### src/rtl/lane_serializer_pkg.sv
// rtl/lane_serializer_pkg.sv - shared util macros, log2 and FSM types for the lane serializer
`ifndef LANE_UTIL_MACROS
`define LANE_UTIL_MACROS
`define UNPACK_ARRAY(PK_WIDTH, PK_LEN, PK_DEST, PK_SRC) \
  for (genvar unpk_idx = 0; unpk_idx < (PK_LEN); unpk_idx++) begin \
    assign PK_DEST[unpk_idx] = PK_SRC[(PK_WIDTH)*unpk_idx +: (PK_WIDTH)]; \
  end
`define PACK_ARRAY(PK_WIDTH, PK_LEN, PK_SRC, PK_DEST) \
  for (genvar pk_idx = 0; pk_idx < (PK_LEN); pk_idx++) begin \
    assign PK_DEST[(PK_WIDTH)*pk_idx +: (PK_WIDTH)] = PK_SRC[pk_idx]; \
  end
`endif

package lane_serializer_pkg;

  typedef enum logic {
    ST_IDLE = 1'b0,
    ST_SEND = 1'b1
  } state_t;

  // Ceiling log2; LANES is a power of two so this is exact for our use.
  function automatic int log2(input int n);
    int r;
    r = 0;
    for (int i = 0; i < 31; i++) begin
      if ((1 << r) < n) r++;
    end
    return r;
  endfunction

endpackage

### src/rtl/lane_prienc.sv
// rtl/lane_prienc.sv - lowest-set-bit encoder with single-bit (last) detect
module lane_prienc
  import lane_serializer_pkg::*;
#(
  parameter int LANES = 4,
  parameter int LW    = log2(LANES)
) (
  input  logic [LANES-1:0] mask,
  output logic [LW-1:0]    idx,
  output logic             any,
  output logic             last
);

  always_comb begin
    idx = '0;
    any = 1'b0;
    for (int i = LANES - 1; i >= 0; i--) begin
      if (mask[i]) begin
        idx = LW'(i);
        any = 1'b1;
      end
    end
    // The lowest set bit is also the last one when it is the only one.
    last = any && ((mask & (mask - LANES'(1))) == '0);
  end

endmodule

### src/rtl/lane_serializer.sv
// rtl/lane_serializer.sv - serializes the active lanes of a packed vector, lowest lane first
module lane_serializer
  import lane_serializer_pkg::*;
#(
  parameter int WIDTH = 16,
  parameter int LANES = 4,
  localparam int LW   = log2(LANES)
) (
  input  logic                   clk,
  input  logic                   rst_n,
  input  logic [LANES*WIDTH-1:0] pack_in,
  input  logic [LANES-1:0]       in_mask,
  input  logic                   in_valid,
  output logic                   in_ready,
  output logic [WIDTH-1:0]       out_data,
  output logic [LW-1:0]          out_lane,
  output logic                   out_valid,
  input  logic                   out_ready,
  output logic                   out_last,
  output logic                   busy
);

  state_t state;
  state_t state_nxt;

  logic [LANES*WIDTH-1:0] cap_data;
  logic [LANES-1:0]       cap_mask;
  logic [WIDTH-1:0]       cap_lanes [LANES];
  logic [WIDTH-1:0]       in_lanes  [LANES];

  logic [LANES-1:0] nxt_mask;
  logic [LW-1:0]    in_idx;
  logic             in_any;
  logic             in_last;
  logic [LW-1:0]    nxt_idx;
  logic             nxt_any;
  logic             nxt_last;
  logic             accept;
  logic             xfer;

  `UNPACK_ARRAY(WIDTH, LANES, cap_lanes, cap_data)
  `UNPACK_ARRAY(WIDTH, LANES, in_lanes, pack_in)

  assign accept   = in_valid && in_ready;
  assign xfer     = out_valid && out_ready;
  assign nxt_mask = cap_mask & ~(LANES'(1) << out_lane);

  lane_prienc #(.LANES(LANES), .LW(LW)) u_in_enc (
    .mask (in_mask),
    .idx  (in_idx),
    .any  (in_any),
    .last (in_last)
  );

  lane_prienc #(.LANES(LANES), .LW(LW)) u_nxt_enc (
    .mask (nxt_mask),
    .idx  (nxt_idx),
    .any  (nxt_any),
    .last (nxt_last)
  );

  always_ff @(posedge clk or negedge rst_n) begin
    if (!rst_n) state <= ST_IDLE;
    else        state <= state_nxt;
  end

  always_comb begin
    state_nxt = state;
    if (accept)                state_nxt = in_any ? ST_SEND : ST_IDLE;
    else if (xfer && out_last) state_nxt = ST_IDLE;
  end

  // in_ready opens during the last transfer so the next vector follows without a bubble.
  always_comb begin
    in_ready = (state == ST_IDLE) || (out_valid && out_last && out_ready);
    busy     = (state == ST_SEND);
  end

  always_ff @(posedge clk or negedge rst_n) begin
    if (!rst_n) begin
      cap_data  <= '0;
      cap_mask  <= '0;
      out_valid <= 1'b0;
      out_data  <= '0;
      out_lane  <= '0;
      out_last  <= 1'b0;
    end else if (accept) begin
      cap_data  <= pack_in;
      cap_mask  <= in_mask;
      out_valid <= in_any;
      out_data  <= in_lanes[in_idx];
      out_lane  <= in_idx;
      out_last  <= in_last;
    end else if (xfer) begin
      if (out_last) begin
        cap_mask  <= '0;
        out_valid <= 1'b0;
        out_last  <= 1'b0;
      end else begin
        cap_mask  <= nxt_mask;
        out_valid <= nxt_any;
        out_data  <= cap_lanes[nxt_idx];
        out_lane  <= nxt_idx;
        out_last  <= nxt_last;
      end
    end
  end

endmodule

### config.mk
export PLATFORM = sky130hd
export DESIGN_NAME = lane_serializer
export DESIGN_NICKNAME = d
export VERILOG_FILES = /design/src/rtl/lane_serializer_pkg.sv /design/src/rtl/lane_prienc.sv /design/src/rtl/lane_serializer.sv
export SDC_FILE = /design/constraint.sdc
export NUM_CORES = 1
export LEC_CHECK = 0
export CORE_MARGIN = 2
export CORE_UTILIZATION = 56
export CTS_CLUSTER_DIAMETER = 80
export DETAILED_ROUTE_END_ITERATION = 7
export PLACE_DENSITY = 0.85
export REMOVE_ABC_BUFFERS = 1
export SETUP_SLACK_MARGIN = 0.5
export SLEW_MARGIN = 20
export SYNTH_ARGS = -nofsm -noshare
export SYNTH_HDL_FRONTEND = slang
export SYNTH_SLANG_ARGS = --single-unit
### constraint.sdc
create_clock -name clk -period 3.4 [get_ports clk]
set_clock_uncertainty 0.1 [all_clocks]
set_input_delay 1.02 -clock clk [delete_from_list [all_inputs] [get_ports clk]]
set_output_delay 1.02 -clock clk [all_outputs]
set_load 0.02 [all_outputs]
Yosys cells after proc, flatten, opt, wreduce, memory -nomap -nowiden
Cells that the tools add are included.

Bits of input ports: 72. Memories kept: 0. Logic and storage cells: 73. Latch bits: 0. Register bits after elaboration: 89. Bits in read-only memories: 0. RAM bits: 0.

Add/subtract/negate cells: 2. Multiplexer cells: 40. Bitwise operators: 7. Equal/unequal tests: 1. Shift operators: 1. Divide/modulo/power cells: 0. Order comparisons: 2. Multiply operators: 0. Reduce and logical (&&, ||, !) cells: 13.

Operators with widths (count): 16-bit 2-to-1 mux (7); 16-bit binary-select mux with 2-bit select (2); 2-bit 2-to-1 mux (11); 1-bit 2-to-1 mux (17); 4-bit AND (3); 4-bit 2-to-1 mux (3); 4-bit zero test (2); 4-bit by 1-bit subtractor with 4-bit output, second input constant (2); 1-bit logical AND (7); 3-bit >= comparator, second input constant (2); 2-bit NOT with 3-bit output (2); 4-bit NOT (1); 2-bit nonzero test (2); 1-bit by 2-bit << shifter with 4-bit output, first input constant (1); 2-bit by 1-bit != test with 1-bit output, second input constant (1); 2-bit AND reduction (1); 1-bit logical OR (1); 1-bit NOT (1).

Depth between registers and ports, before layout
Gate-level depths: netlist of run 1.

Word-level depth: 14. Depth in mapped cells: 8. Depth with buffers taken out: 5.

Cells and area by module
From an unflattened synthesis of run 1, not the netlist that was laid out.

Cell total of the unflattened synthesis: 356. Area, all modules: 4654.5 um^2.

By module, submodules not included: lane_serializer (seq. area each 2227.1 um^2, instances 1, cells each 334, area each 4524.3 um^2); lane_prienc (seq. area each 0.0 um^2, instances 2, cells each 11, area each 65.1 um^2).

Worst setup path before layout of run 1
OpenSTA, ideal clock, no wires.

Path type: input to output. Start: input out_ready. End: output in_ready. Arrival: 1.319 ns. Path slack: 0.961 ns. Data required time: 2.280 ns. Path buffers: 0. Cell stages on the path: 2. Cells stage by stage: nand3_1 -> nand2_1.

Cells in the longest elaborated chain, start to end: 2.

RTL lines: start: declaration (line lane_serializer.sv:18) `input logic out_ready,`; 1-bit logical AND (line lane_serializer.sv:75) `in_ready = (state == ST_IDLE) || (out_valid && out_last && out_ready);`; 1-bit logical OR (line lane_serializer.sv:75); end: declaration (line lane_serializer.sv:14) `output logic in_ready,`.

Every way passes these cells.

Worst setup path after layout of run 1
Start: register out_lane[0]. End: output out_lane[0].

RTL lines: start: declaration (line lane_serializer.sv:16) `output logic [LW-1:0] out_lane,`; start signal: assignment (line lane_serializer.sv:92) `out_lane <= in_idx;`; start signal: assignment (line lane_serializer.sv:103) `out_lane <= nxt_idx;`.

No word-level cell between the ends.

==> results of run 1 <==
layout by cell type, fill, tap and decap left out, types with 3 or more instances in the layout:
master / instances
a21oi_1: 3
inv_1: 5
nand2b_1: 3
buf_4: 14
a22oi_1: 17
o22ai_1: 18
buf_12: 4
nor2_1: 8
o21ai_0: 24
dfrtp_1: 89
clkdlybuf4s50_1: 90
clkbuf_8: 10
a221oi_2: 10
nand2_1: 195
a221oi_1: 6
clkinv_4: 3
a22o_1: 22
mux2i_1: 34
kinds of logic (layout without fill, tap and decap cells):
family | Yosys count | in the layout
AND/OR/NAND/NOR | 223 | 223
AO/OA/AOI/OAI | 112 | 112
flip-flops | 89 | 89
buffers and inverters | 42 | 131
multiplexers | 35 | 35
XOR/XNOR | 1 | 1
state kept, by name, indices dropped and copies added, names as in the netlist:
signal / cells
cap_data: 64
out_data: 16
cap_mask: 4
out_lane: 2
busy: 1
out_last: 1
out_valid: 1
worst reg2reg max path, stage by stage, from the launching register on:
cell      delay (ns)
dfrtp_1         0.55
o221ai_1        0.30
nand3_2         0.56
buf_4           0.49
mux2i_1         0.17
a221oi_1        0.32
per-layer routing:
metal,track usage (%),up-vias,share of wire [%]
li1,-,1907,-
met1,39.2,2049,41
met2,48.2,210,50
met3,5.91,29,7.4
met4,11.2,0,2.1
met5,0,-,0
worst max-delay path by stage:
| stage | to | slack [ns] | cells after the start |
|---|---|---|---|
| after floorplan | out_data[12] | -1.63 | 5 |
| after global placement | in_ready | -0.003 | 4 |
| after detailed placement | in_ready | -0.03 | 4 |
| after CTS | out_lane[0] | 0.60 | 1 |
| after global routing | out_lane[0] | 0.50 | 1 |
| final | out_lane[0] | 0.59 | 1 |
stage by stage:
step	setup WS [ns]	area [um^2]	total power [mW]	instances	utilization, %
6_report	0.591	5860	5.16	693	75.1
5_1_grt	0.502	5860	5.49	693	75.1
4_1_cts	0.599	5860	5.15	693	75.1
3_5_place_dp	-0.0254	5630	4.32	677	72.1
3_3_place_gp	-0.00315	5630	4.18	677	72.1
2_1_floorplan	-1.63	4370	3.43	465	-
cell type report:
| cell class | instances | area share (%) |
|---|---|---|
| multi-input combinational | 371 | 36.7 |
| clock buffer | 10 | 2.35 |
| timing repair buffer | 110 | 18.9 |
| clock inverter | 6 | 1.56 |
| sequential | 89 | 38.0 |
| tap | 102 | 2.18 |
| inverter | 5 | 0.320 |
timing repair:
item / 4_1_cts / 5_1_grt
gates resized for setup: 9 / 0
hold endpoints to repair: 0 / 0
setup endpoints to repair: 1 / 0
report_power, final:
group / leakage [nW] / internal [mW] / switching [mW]
combinational: 1.59 / 1.11 / 1.30
sequential: 1.09 / 1.56 / 0.366
clock: 0.116 / 0.437 / 0.396
==> results.json, run 1 <==
{
  "wirelength_mm": 12.5,
  "crit_start": "out_lane[0]",
  "min_delay_path_depth": 2,
  "crit_path_max_incr_delay_ns": 0.70,
  "finalCriticalPeriod_ns": 2.81,
  "rr_startpoint": "out_lane[0]",
  "netlist.area_leader.share_pct": 48.7,
  "die_w_um": 94.3,
  "hold_viol": 0,
  "post-cts-setup-buffer-count": 0,
  "ys.flop_type": "dfrtp_1",
  "ff2ff_setup_slack_ns": 0.81,
  "worstSetupPathType": "register to primary output",
  "grt_max_degree": 89,
  "cap_violations": 0,
  "port_buffers": 93,
  "synth-compound-area-share_pct": 19.1,
  "crit_required_ns": 2.28,
  "clockBufferDepth": 2,
  "dr.first_iter.drc_count": 324,
  "power_leakage_nw": 2.80,
  "synth-edff-count": 0,
  "core_mm2": 0.00781,
  "antenna_left": 0,
  "cts_hold_buffers": 0,
  "worst-endpoint-arrival_ns": 1.69,
  "antenna_found_initial": 0,
  "path_clk_slew_ns": 0.09,
  "vdd_ir_drop_max_uv": 452,
  "synth-simple-area-share_pct": 19.4,
  "slew_headroom_pct": 55.0,
  "setup_viol": 0,
  "htreeDepth": 3,
  "worst_slew_pin_slew_ns": 0.674,
  "clock.fmax_mhz": 356,
  "first_pass_iters": 5,
  "outcome": "completed",
  "multi_input_area_mm2": 0.00215,
  "die_area_mm2": 0.00890,
  "ioPinCount": 94,
  "cpMaxStageDelayCell": "clkdlybuf4s50_1",
  "startpoint_type": "register",
  "grt_pass1_wl_mm": 20.3,
  "rows": 32,
  "cts_tree": "done",
  "slew_violations": 0,
  "synthMuxAreaShare_pct": 7.78,
  "gp_congestion": 0.828,
  "min-delay-start": "cap_data[25]",
  "synth_commonest_cells": "nand2_1, dfrtp_1, mux2i_1, o21ai_0, a22o_1",
  "fin_nets": 658,
  "synthTopCellsByArea": "dfrtp_1, nand2_1, mux2i_1, a22o_1, a221oi_2",
  "wire_per_inst_um": 18.0,
  "finalCritPeriodShare_pct": 82.6,
  "grtUsageTotal_pct": 29.5,
  "antenna_cells": 0,
  "cp_cell_sequence": "clkdlybuf4s50_1",
  "async_flop_share_pct": 100,
  "ys_ff_latch": 89,
  "yosysSeqAreaShare_pct": 48.7,
  "cts_buffers": 9,
  "yosys_warnings": 0,
  "dp_hpwl_mm": 8.33,
  "syn_inst": 502,
  "syn2layout_area_growth_pct": 28.3,
  "holdPathEnd": "cap_data[25]",
  "viasPerCell": 6.05,
  "path_delay_family": "buffers and inverters",
  "power_density_mw_per_mm2": 880,
  "clock_sinks": 89,
  "die_y_um": 94.3,
  "critical_path.max_fanout": 15,
  "regArea_mm2": 0.00223,
  "synth_top_cell_by_area": "dfrtp_1",
  "rsz0062_at_grt": "no",
  "synth_most_common_cell": "nand2_1",
  "fillers": 564,
  "synthXorXnorAreaFrac_pct": 0.192,
  "cp-end-kind": "primary output",
  "whs_ns": 0.382,
  "drcViolationCount": 0,
  "grt_overflow_total": 0,
  "avgSynthCellArea_um2": 9.10,
  "vias": 4195,
  "min-delay-path-class": "register to register",
  "clock_latency_ns": 0.36,
  "worst-path-buf-inv": 1,
  "fin_tns_setup_ns": 0,
  "reg2regPathDepth": 5,
  "synth_cell_types": 41,
  "synth_top_family_by_area": "simple AND/OR/NAND/NOR gates",
  "first_global_vias": 4262,
  "synthesis.area_mm2": 0.00457,
  "synthAdderAreaFrac_pct": 0,
  "worstReg2RegEnd": "out_data[2]",
  "drive_above_1_share_pct": 9.98,
  "root_buffer": "clkbuf_8",
  "start_util_pct": 58.5
}
No activity file was read; power rests on OpenSTA's default activity.
==> inputs of run 2 (changes only) <==
--- a/config.mk
+++ b/config.mk
@@ -6,10 +6,10 @@
 export NUM_CORES = 1
 export LEC_CHECK = 0
 export CORE_MARGIN = 2
-export CORE_UTILIZATION = 56
+export CORE_UTILIZATION = 52
 export CTS_CLUSTER_DIAMETER = 80
 export DETAILED_ROUTE_END_ITERATION = 7
-export PLACE_DENSITY = 0.85
+export PLACE_DENSITY = 0.8
 export REMOVE_ABC_BUFFERS = 1
 export SETUP_SLACK_MARGIN = 0.5
 export SLEW_MARGIN = 20
==> constraint.sdc (replaced) <==
create_clock -name clk -period 2.7 [get_ports clk]
set_clock_uncertainty 0.1 [all_clocks]
set_input_delay 0.81 -clock clk [delete_from_list [all_inputs] [get_ports clk]]
set_output_delay 0.81 -clock clk [all_outputs]
set_load 0.02 [all_outputs]
==> results.json, run 2 (synthesis results as in run 1) <==
{
  "die_y_um": 97.7,
  "dr.first_iter.drc_count": 292,
  "startpoint_type": "primary input",
  "power_density_mw_per_mm2": 1050,
  "fin_nets": 675,
  "syn2layout_area_growth_pct": 32.3,
  "dp_hpwl_mm": 8.17,
  "cts_hold_buffers": 0,
  "grt_pass1_wl_mm": 20.2,
  "rows": 34,
  "worst-endpoint-arrival_ns": 2.31,
  "mostFrequentLayoutCells": "nand2_1, dfrtp_1, clkdlybuf4s50_1",
  "slew_headroom_pct": 69.0,
  "power_leakage_nw": 2.94,
  "path_delay_family": "simple AND/OR/NAND/NOR gates",
  "setup_viol": 0,
  "drcViolationCount": 0,
  "finalCriticalPeriod_ns": 2.16,
  "grt_max_degree": 39,
  "crit_path_max_incr_delay_ns": 0.48,
  "path_clk_slew_ns": 0.09,
  "grt_overflow_total": 0,
  "clockBufferDepth": 2,
  "die_area_mm2": 0.00955,
  "final_core_util_pct": 70.0,
  "outcome": "completed",
  "finalCritPeriodShare_pct": 80.1,
  "cpMaxStageDelayCell": "clkdlybuf4s50_1",
  "vias": 4200,
  "first_pass_iters": 7,
  "die_w_um": 97.7,
  "wirelength_mm": 12.4,
  "final.setup.worst_slack_ns": 0.538,
  "antenna_left": 0,
  "worst-path-buf-inv": 1,
  "cts_tree": "done",
  "worstSetupPathType": "primary input to register",
  "cts_buffers": 9,
  "cp_cell_sequence": "clkdlybuf4s50_1, nor3_1, or2_4, a22o_1, o22ai_1, a221oi_1",
  "vdd_ir_drop_max_uv": 467,
  "hold_viol": 0,
  "min-delay-path-class": "primary input to async pin",
  "rsz0062_at_grt": "yes",
  "start_util_pct": 52.9,
  "drive_above_1_share_pct": 12.9,
  "clock.fmax_mhz": 463,
  "wire_per_inst_um": 17.3,
  "pre_cts_ws_ns": -0.344,
  "cp-end-kind": "register",
  "port_buffers": 93,
  "layout_commonest_cell": "nand2_1",
  "htreeDepth": 3,
  "core_mm2": 0.00864,
  "max_flop_register": "cap_data",
  "grtUsageTotal_pct": 26.2,
  "slew_violations": 0,
  "root_buffer": "clkbuf_8",
  "largest_register_ffs": 64,
  "critical_path.max_fanout": 16,
  "cap_violations": 0,
  "crit_required_ns": 2.85,
  "viasPerCell": 5.87,
  "first_global_vias": 4085,
  "reg_top3": "cap_data (64), out_data (16), cap_mask (4)",
  "antenna_found_initial": 1,
  "clock_sinks": 89,
  "clock_latency_ns": 0.35,
  "ioPinCount": 94,
  "ff2ff_setup_slack_ns": 0.62,
  "gp_congestion": 0.828,
  "worst_slew_pin_slew_ns": 0.465
}
## run 2: path summary, 6_finish.rpt
| kind | from | endpoint | depth (start not counted) |
|---|---|---|---|
| worst min register to register | cap_data[1] | cap_data[1] | 2 |
| worst max-delay path | in_mask[1] | out_data[2] | 6 |
| worst max register to register | cap_mask[0] | out_data[2] | 6 |
| min in group clk | cap_data[1] | cap_data[1] | 2 |
| worst min-delay path | rst_n | cap_data[40] | 1 |
| max in group asynchronous | rst_n | out_data[0] | 2 |
## run 2: power breakdown
group / switching (mW) / internal [mW]
Sequential: 0.422 / 1.96
Combinational: 1.63 / 1.42
Clock: 0.483 / 0.426
## run 2: layout make-up
| cell class | count | area [um^2] |
|---|---|---|
| fill | 699 | 2590 |
| sequential | 89 | 2230 |
| multi-input combinational | 371 | 2170 |
| timing repair buffer | 127 | 1300 |
| tap | 108 | 135 |
| clock buffer | 9 | 124 |
| clock inverter | 6 | 67.6 |
| inverter | 5 | 18.8 |
| antenna | 1 | 2.50 |
## run 2: worst register-to-register path: stages (launching register included)
cell and delay (ns):
dfrtp_1 0.50, mux2_4 0.30, or3_1 0.36, o31ai_2 0.13, nor2_4 0.11, buf_12 0.18, a221oi_1 0.30
## run 2: what timing repair did
item,CTS,global route
setup endpoints to repair,40,83
pin swaps,1,0
endpoints found under the hold margin,0,0
gates resized for setup,37,6
cloned,0,1
buffers inserted,5,1
## run 2: per-layer routing
| layer | global-route usage [%] | routed length, um | vias up |
|---|---|---|---|
| met5 | 0 | 0 | - |
| met3 | 3.65 | 989 | 20 |
| met1 | 35.9 | 5180 | 2041 |
| met2 | 44.6 | 6030 | 194 |
| met4 | 6.62 | 199 | 0 |
| li1 | - | - | 1945 |
## run 2: stage by stage
| stage | instances | TNS (ns) | hold WS [ns] | power, mW | instance area (um^2) |
|---|---|---|---|---|---|
| global route | 715 | 0 | 0.325 | 6.79 | 6040 |
| finish | 716 | 0 | 0.300 | 6.35 | 6040 |
| floorplan | 465 | -148.32 | 0.345 | 4.32 | 4370 |
| global placement | 693 | -0.284 | 0.357 | 5.38 | 5780 |
| detailed placement | 693 | -0.344 | 0.361 | 5.50 | 5780 |
| CTS | 713 | 0 | 0.308 | 6.34 | 6000 |
==> RTL edit 1: new RTL, settings of run 2 <==
The parameter `WIDTH` goes from 16 to 18.
--- a/src/rtl/lane_serializer.sv
+++ b/src/rtl/lane_serializer.sv
@@ -3,5 +3,5 @@
   import lane_serializer_pkg::*;
 #(
-  parameter int WIDTH = 16,
+  parameter int WIDTH = 18,
   parameter int LANES = 4,
   localparam int LW   = log2(LANES)
Ports: changed (resized out_data and pack_in); port bits go from 94 to 104. The function was not compared with the original's and may differ.
==> RTL edit 1 against run 2 <==
Design area increased by 11%; largest cell class unchanged; highest routed layer unchanged; worst setup slack improved by 0.025 ns; non-clock buffer count increased by 12; total power increased by 11%; maximum frequency increased by 1.2%; routed wire length increased by 12%; die area increased by 10%; count of clock-buffer cells in the layout unchanged; via count increased by 9.4%; sequential cell count increased by 10; sequential share of layout area increased by 0.22 points; area after synthesis increased by 10%.
==> RTL edit 1: results (changes against run 2) <==
Logic synthesis
  • Yosys cell types: 40 (-2.4%)
  • Asr flop ratio synth: 100% (unchanged)
  • Cell taking the most area after synthesis: dfrtp_1
  • Area contributors post-synth: dfrtp_1 49%, nand2_1 16%, mux2i_1 7.5%
  • Syn. warnings: 0 (unchanged)
  • Synthesized area per cell: 9.13 µm² (+0.27%)
  • Seq/Total Area, Yosys: 49.1% (+0.34 points)
  • Commonest cells in the netlist: 221 x nand2_1, 99 x dfrtp_1, 38 x mux2i_1, 25 x o21ai_0, 24 x a22o_1

GRT
  • Global-route wire length before repair: 22000 µm (+9.1%)
  • Antenna violations before repair: 0 (-1)
  • Largest net degree at the start of global routing: 66 (+69%)
  • Total GRT Usage: 27.1% (+0.83 points)
  • Vias in the first global route: 4560 (+12%)

CTS
  • Root buffer cell: clkbuf_8
  • Clock Latency Late Sink: 0.37 ns (+0.02 ns)
  • Clk slew on worst S/H paths: about 0.10 ns
  • Clk buf depth: 2 (unchanged)
  • TritonCTS Buffers: 9 (unchanged)
  • H-tree Lvls: 3 (unchanged)

Finish
  • Fin nets: 743 (+10%)
  • Inserted Diodes: 0 (-1)
  • Largest regs: cap_data: 72 flops, out_data: 18 flops, cap_mask: 4 flops
  • Layout cell share with drive strength beyond 1: 12.9% (+0.024 points)
  • Fillers: 704 (+0.72%)

Pwr
  • PwrDens: 1050 nW/µm² (+0.28%)
  • Max VDD drop: 0.000651 V (+39%)
  • Comb pwr share: 48.1% (about the same)
  • Net Sw Frac: 40.6% (+0.65 points)
  • Leak: 3.25 nW (+10%)

Routing
  • Initial DRT Pass Iterations: 5 (-2)
  • DR vias: 4594 (+9.4%)
  • Vias per inst: 5.76 (-1.7%)
  • DRT Wirelength: 13900 µm (+12%)
  • Initial DRC count: 347 (+19%)
  • Final ANT Viol Nets: 0 (unchanged)

Place
  • GPL Wtd Cong: 0.828 (about the same)
  • PortBufs: 103 (+11%)
  • DP Area: 6330 µm² (+9.5%)
  • Dpl hpwl: 8950 µm (+9.6%)
  • Placed cells: 771 (+11%)

Timing
  • Max_slew headroom: 68.1% (-0.87 points)

Worst setup path
  • CP Max Fanout: 2 (-14)
  • Crit path kind: primary input to primary output
  • WP data arrival: 1.23 ns (-1.08 ns)

Outcome
  • Status: finished clean

Min path
  • Hold Crit Class: primary input to async pin
## RTL edit 1: changes by cell type after synthesis, sizes merged, moves of 4 or more
cell,change
buf,+7
clkbuf,-4
nand2,+24
mux2i,+4
dfrtp,+10
## RTL edit 1: cell families (layout without fill, tap and decap cells)
| family | Yosys count | after routing | share of synthesized area, % |
|---|---|---|---|
| AND/OR/NAND/NOR | 247 | 247 | 19.3 |
| XOR/XNOR | 1 | 1 | 0.174 |
| multiplexers | 39 | 39 | 7.83 |
| buffers and inverters | 45 | 160 | 4.86 |
| AO/OA/AOI/OAI | 122 | 122 | 18.8 |
| flip-flops | 99 | 99 | 49.1 |
## RTL edit 1: worst max-delay path: stages
cell and delay [ns]:
clkbuf_2 0.10, nand3_2 0.09, nand2_2 0.11, buf_6 0.12
## RTL edit 1: final timing paths
path,startpoint,slack [ns],cells after the start,endpoint
max,out_ready,0.56,4,in_ready
min,rst_n,0.10,1,out_data[3]
max reg2reg,out_lane[0],0.57,7,out_data[0]
min reg2reg,cap_data[7],0.38,2,cap_data[7]
max in group asynchronous,rst_n,1.77,2,out_lane[0]
min in group clk,cap_data[7],0.38,2,cap_data[7]
## RTL edit 1: timing repair
action	4_1_cts	5_1_grt
cloned	0	1
endpoints found under the setup margin	44	55
endpoints found under the hold margin	0	0
gates resized for setup	40	13
setup buffers	8	1
pin swaps	1	0
## RTL edit 1: area by class of cell
class	instances	share of cell area (%)
timing repair buffer	139	21.2
multi-input combinational	409	35.9
clock inverter	7	1.31
inverter	5	0.281
tap	129	2.41
sequential	99	37.1
clock buffer	9	1.85
## RTL edit 1: per-stage QoR
| stage | setup TNS (ns) | setup WS, ns | hold slack (ns) |
|---|---|---|---|
| 2_1_floorplan | -198.63 | -2.49 | 0.345 |
| 3_3_place_gp | -0.364 | -0.288 | 0.357 |
| 3_5_place_dp | -1.11 | -0.308 | 0.361 |
| 4_1_cts | 0 | 0.430 | 0.0974 |
| 5_1_grt | 0 | 0.502 | 0.0906 |
| 6_report | 0 | 0.564 | 0.103 |
## RTL edit 1: per-layer routing
metal	wire [µm]	vias up	track usage (%)
met5	0	-	0
met4	254	0	8.72
met3	987	21	6.31
met2	7030	194	45.5
met1	5650	2245	34.8
li1	-	2134	-
## RTL edit 1: power groups by stage
stage	Sequential [W]	Combinational (W)	Clock, W
floorplan	0.00276	0.00201	0
global placement	0.00264	0.00322	0
detailed placement	0.00268	0.00333	0
CTS	0.00263	0.00332	0.00102
global route	0.00274	0.00368	0.00109
finish	0.00265	0.00339	0.00101
==> RTL edit 2: new RTL, config.mk and constraints of run 2 <==
Made on the original files. Reset style: synchronous (`rst_n`), changed in 2 clocked blocks.
--- a/src/rtl/lane_serializer.sv
+++ b/src/rtl/lane_serializer.sv
@@ -60,5 +60,5 @@
   );
 
-  always_ff @(posedge clk or negedge rst_n) begin
+  always_ff @(posedge clk) begin
     if (!rst_n) state <= ST_IDLE;
     else        state <= state_nxt;
@@ -77,5 +77,5 @@
   end
 
-  always_ff @(posedge clk or negedge rst_n) begin
+  always_ff @(posedge clk) begin
     if (!rst_n) begin
       cap_data  <= '0;
Behaviour: differs if rst_n is asserted again (counterexample within 4 cycles, from zero or initial values and one cycle with rst_n low); with rst_n held inactive, the same outputs for 10 cycles.
==> RTL edit 2 against run 2 <==
Non-clock buffer count unchanged; worst setup slack lost 0.033 ns; routed wire length increased by 14%; design area is essentially flat; final cell count grew 15%; sequential cell count unchanged; area after synthesis increased by 1.6%; register-to-register slack improved by 0.04 ns; critical endpoint is now in_ready; core utilization shrank 0.33 points.
Power is not compared: it rests on default switching activity, and its combinational part moved more than twofold at a synthesized area within 25%.
==> RTL edit 2: results (changes against run 2) <==
Worst setup path
  • Max incr delay on CP: 0.15 ns (-0.33 ns)
  • Crit Reg-Reg Startpoint: cap_mask[1]
  • Slowest CP cell: buf_4
  • FF-to-FF path depth: 6 (unchanged)
  • RR Endpoint: out_data[4]
  • Reg2Reg Setup Slack: 0.66 ns (+0.04 ns)
  • CP Max Fanout: 4 (-12)
  • WP data arrival: 1.28 ns (-1.03 ns)

CTS
  • Clk buf depth: 2 (unchanged)
  • Root buffer cell: clkbuf_8
  • TritonCTS Buffers: 9 (unchanged)
  • Clock Latency Late Sink: 0.36 ns
  • H-tree Lvls: 3 (unchanged)
  • Clk slew on worst S/H paths: 0.09 ns (about the same)

Logic synthesis
  • Area contributors post-synth: dfxtp_1 38%, nand2_1 19%, a21boi_0 11%
  • Synthesized area per cell: 7.41 µm² (-19%)
  • Syn. warnings: 0 (unchanged)
  • Seq/Total Area, Yosys: 38.4% (-10 points)
  • Yosys cell types: 45 (+9.8%)
  • Commonest cells in the netlist: 231 x nand2_1, 89 x dfxtp_1, 68 x a21boi_0, 37 x a21oi_1, 35 x nand3_1
  • Asr flop ratio synth: 0% (-100 points)

Place
  • Dpl hpwl: 9060 µm (+11%)
  • GPL Wtd Cong: 0.827 (-0.16%)
  • PortBufs: 93 (unchanged)
  • Placed cells: 807 (+16%)
  • DP Area: 5740 µm² (-0.69%)

GRT
  • Largest net degree at the start of global routing: 38 (-2.6%)
  • Antenna violations before repair: 1 (unchanged)
  • Vias in the first global route: 4696 (+15%)
  • Total GRT Usage: 28.0% (+1.8 points)
  • Global-route wire length before repair: 22100 µm (+9.4%)

Finish
  • Inserted Diodes: 0 (-1)
  • Fin nets: 785 (+16%)
  • Largest regs: cap_data: 64 flops, out_data: 16 flops, cap_mask: 4 flops
  • Layout cell share with drive strength beyond 1: 10.9% (-2.0 points)
  • Area Overhead vs Synth: 30.2%
  • Fillers: 718 (+2.7%)

Timing
  • Worst-Margin Slew: 0.700 ns (+0.235 ns)

Min path
  • Hold Path Depth: 1
  • Hold Path Sink: out_data[13]
  • Hold Crit Class: flip-flop to flip-flop
  • Hold wc startpoint: out_data[13]

Routing
  • Per-cell routed wire length: 17.1 µm (-1.1%)
  • Initial DRC count: 332 (+14%)
  • Initial DRT Pass Iterations: 5 (-2)
  • DRT Wirelength: 14200 µm (+14%)
  • DR vias: 4899 (+17%)

Pwr
  • Leak: approximately 2.3 nW
  • Max VDD drop: 0.000309 V

Outcome
  • Status: finished clean
RTL edit 2: cell count changes after synthesis, sizes merged, moves of 5 or more:
cell and delta:
a21boi +69, a21oi +33, a221oi -15, a22o -22, a32o +16, buf +14, dfrtp -89, dfxtp +89
mux2i -32, nand2 +34, nand3 +32, nor2b +5, o22ai -18
RTL edit 2: where the power goes:
part           leakage [nW]  internal (W)  total, W  switching, W
Sequential            0.732       0.00141   0.00148     0.0000687
Combinational          1.49      0.000382  0.000870      0.000488
Clock                0.0925      0.000435  0.000944      0.000509
RTL edit 2: logic make-up (layout without fill, tap and decap cells):
kind of cell	Yosys count	count (layout)	synth area share, %
buf+inv	58	147	6.41
xor+xnor	2	2	0.377
simple gates	293	293	26.2
compound gates	182	184	27.9
mux	3	3	0.754
flops	89	89	38.4
RTL edit 2: routing by layer:
layer | part of all wire (%) | up-vias | GRT usage, %
li1 | - | 2323 | -
met2 | 49 | 248 | 50.0
met3 | 9.2 | 34 | 6.17
met1 | 40 | 2294 | 33.0
met5 | 0 | - | 0
met4 | 2.3 | 0 | 10.3
RTL edit 2: final cells by class:
cell class | count | share of cell area (%)
inverter | 4 | 0.248
tap | 108 | 2.24
timing repair buffer | 127 | 20.3
clock buffer | 9 | 2.05
sequential | 89 | 29.5
multi-input combinational | 482 | 44.4
clock inverter | 7 | 1.30
RTL edit 2: repair_timing:
| action | CTS | global route |
|---|---|---|
| setup buffers | 1 | 0 |
| setup endpoints to repair | 101 | 38 |
| pin swaps | 1 | 2 |
| cloned | 1 | 1 |
| gates resized for setup | 35 | 16 |
RTL edit 2: worst max-delay path by stage:
stage                     startpoint          end  slack, ns  depth (start not counted)
after CTS                  out_ready     in_ready       0.34                          4
after global routing       out_ready     in_ready       0.48                          4
after detailed placement   out_ready     in_ready      -0.40                          4
after global placement     out_ready     in_ready      -0.33                          4
after floorplan            out_ready  out_data[0]      -0.72                          5
final                      out_ready     in_ready       0.51                          4
RTL edit 2: critical path, delay by kind of cell:
kind	cells	cell delay [ns]
AND/OR/NAND/NOR	2	0.20
buffers and inverters	2	0.27
RTL edit 2: per-stage QoR:
stage / worst slack, ns / hold WS (ns) / total power, W
2_1_floorplan: -0.718 / 0.344 / 0.00191
3_3_place_gp: -0.328 / 0.350 / 0.00231
3_5_place_dp: -0.400 / 0.356 / 0.00234
4_1_cts: 0.337 / 0.370 / 0.00327
5_1_grt: 0.478 / 0.380 / 0.00343
6_report: 0.505 / 0.367 / 0.00329
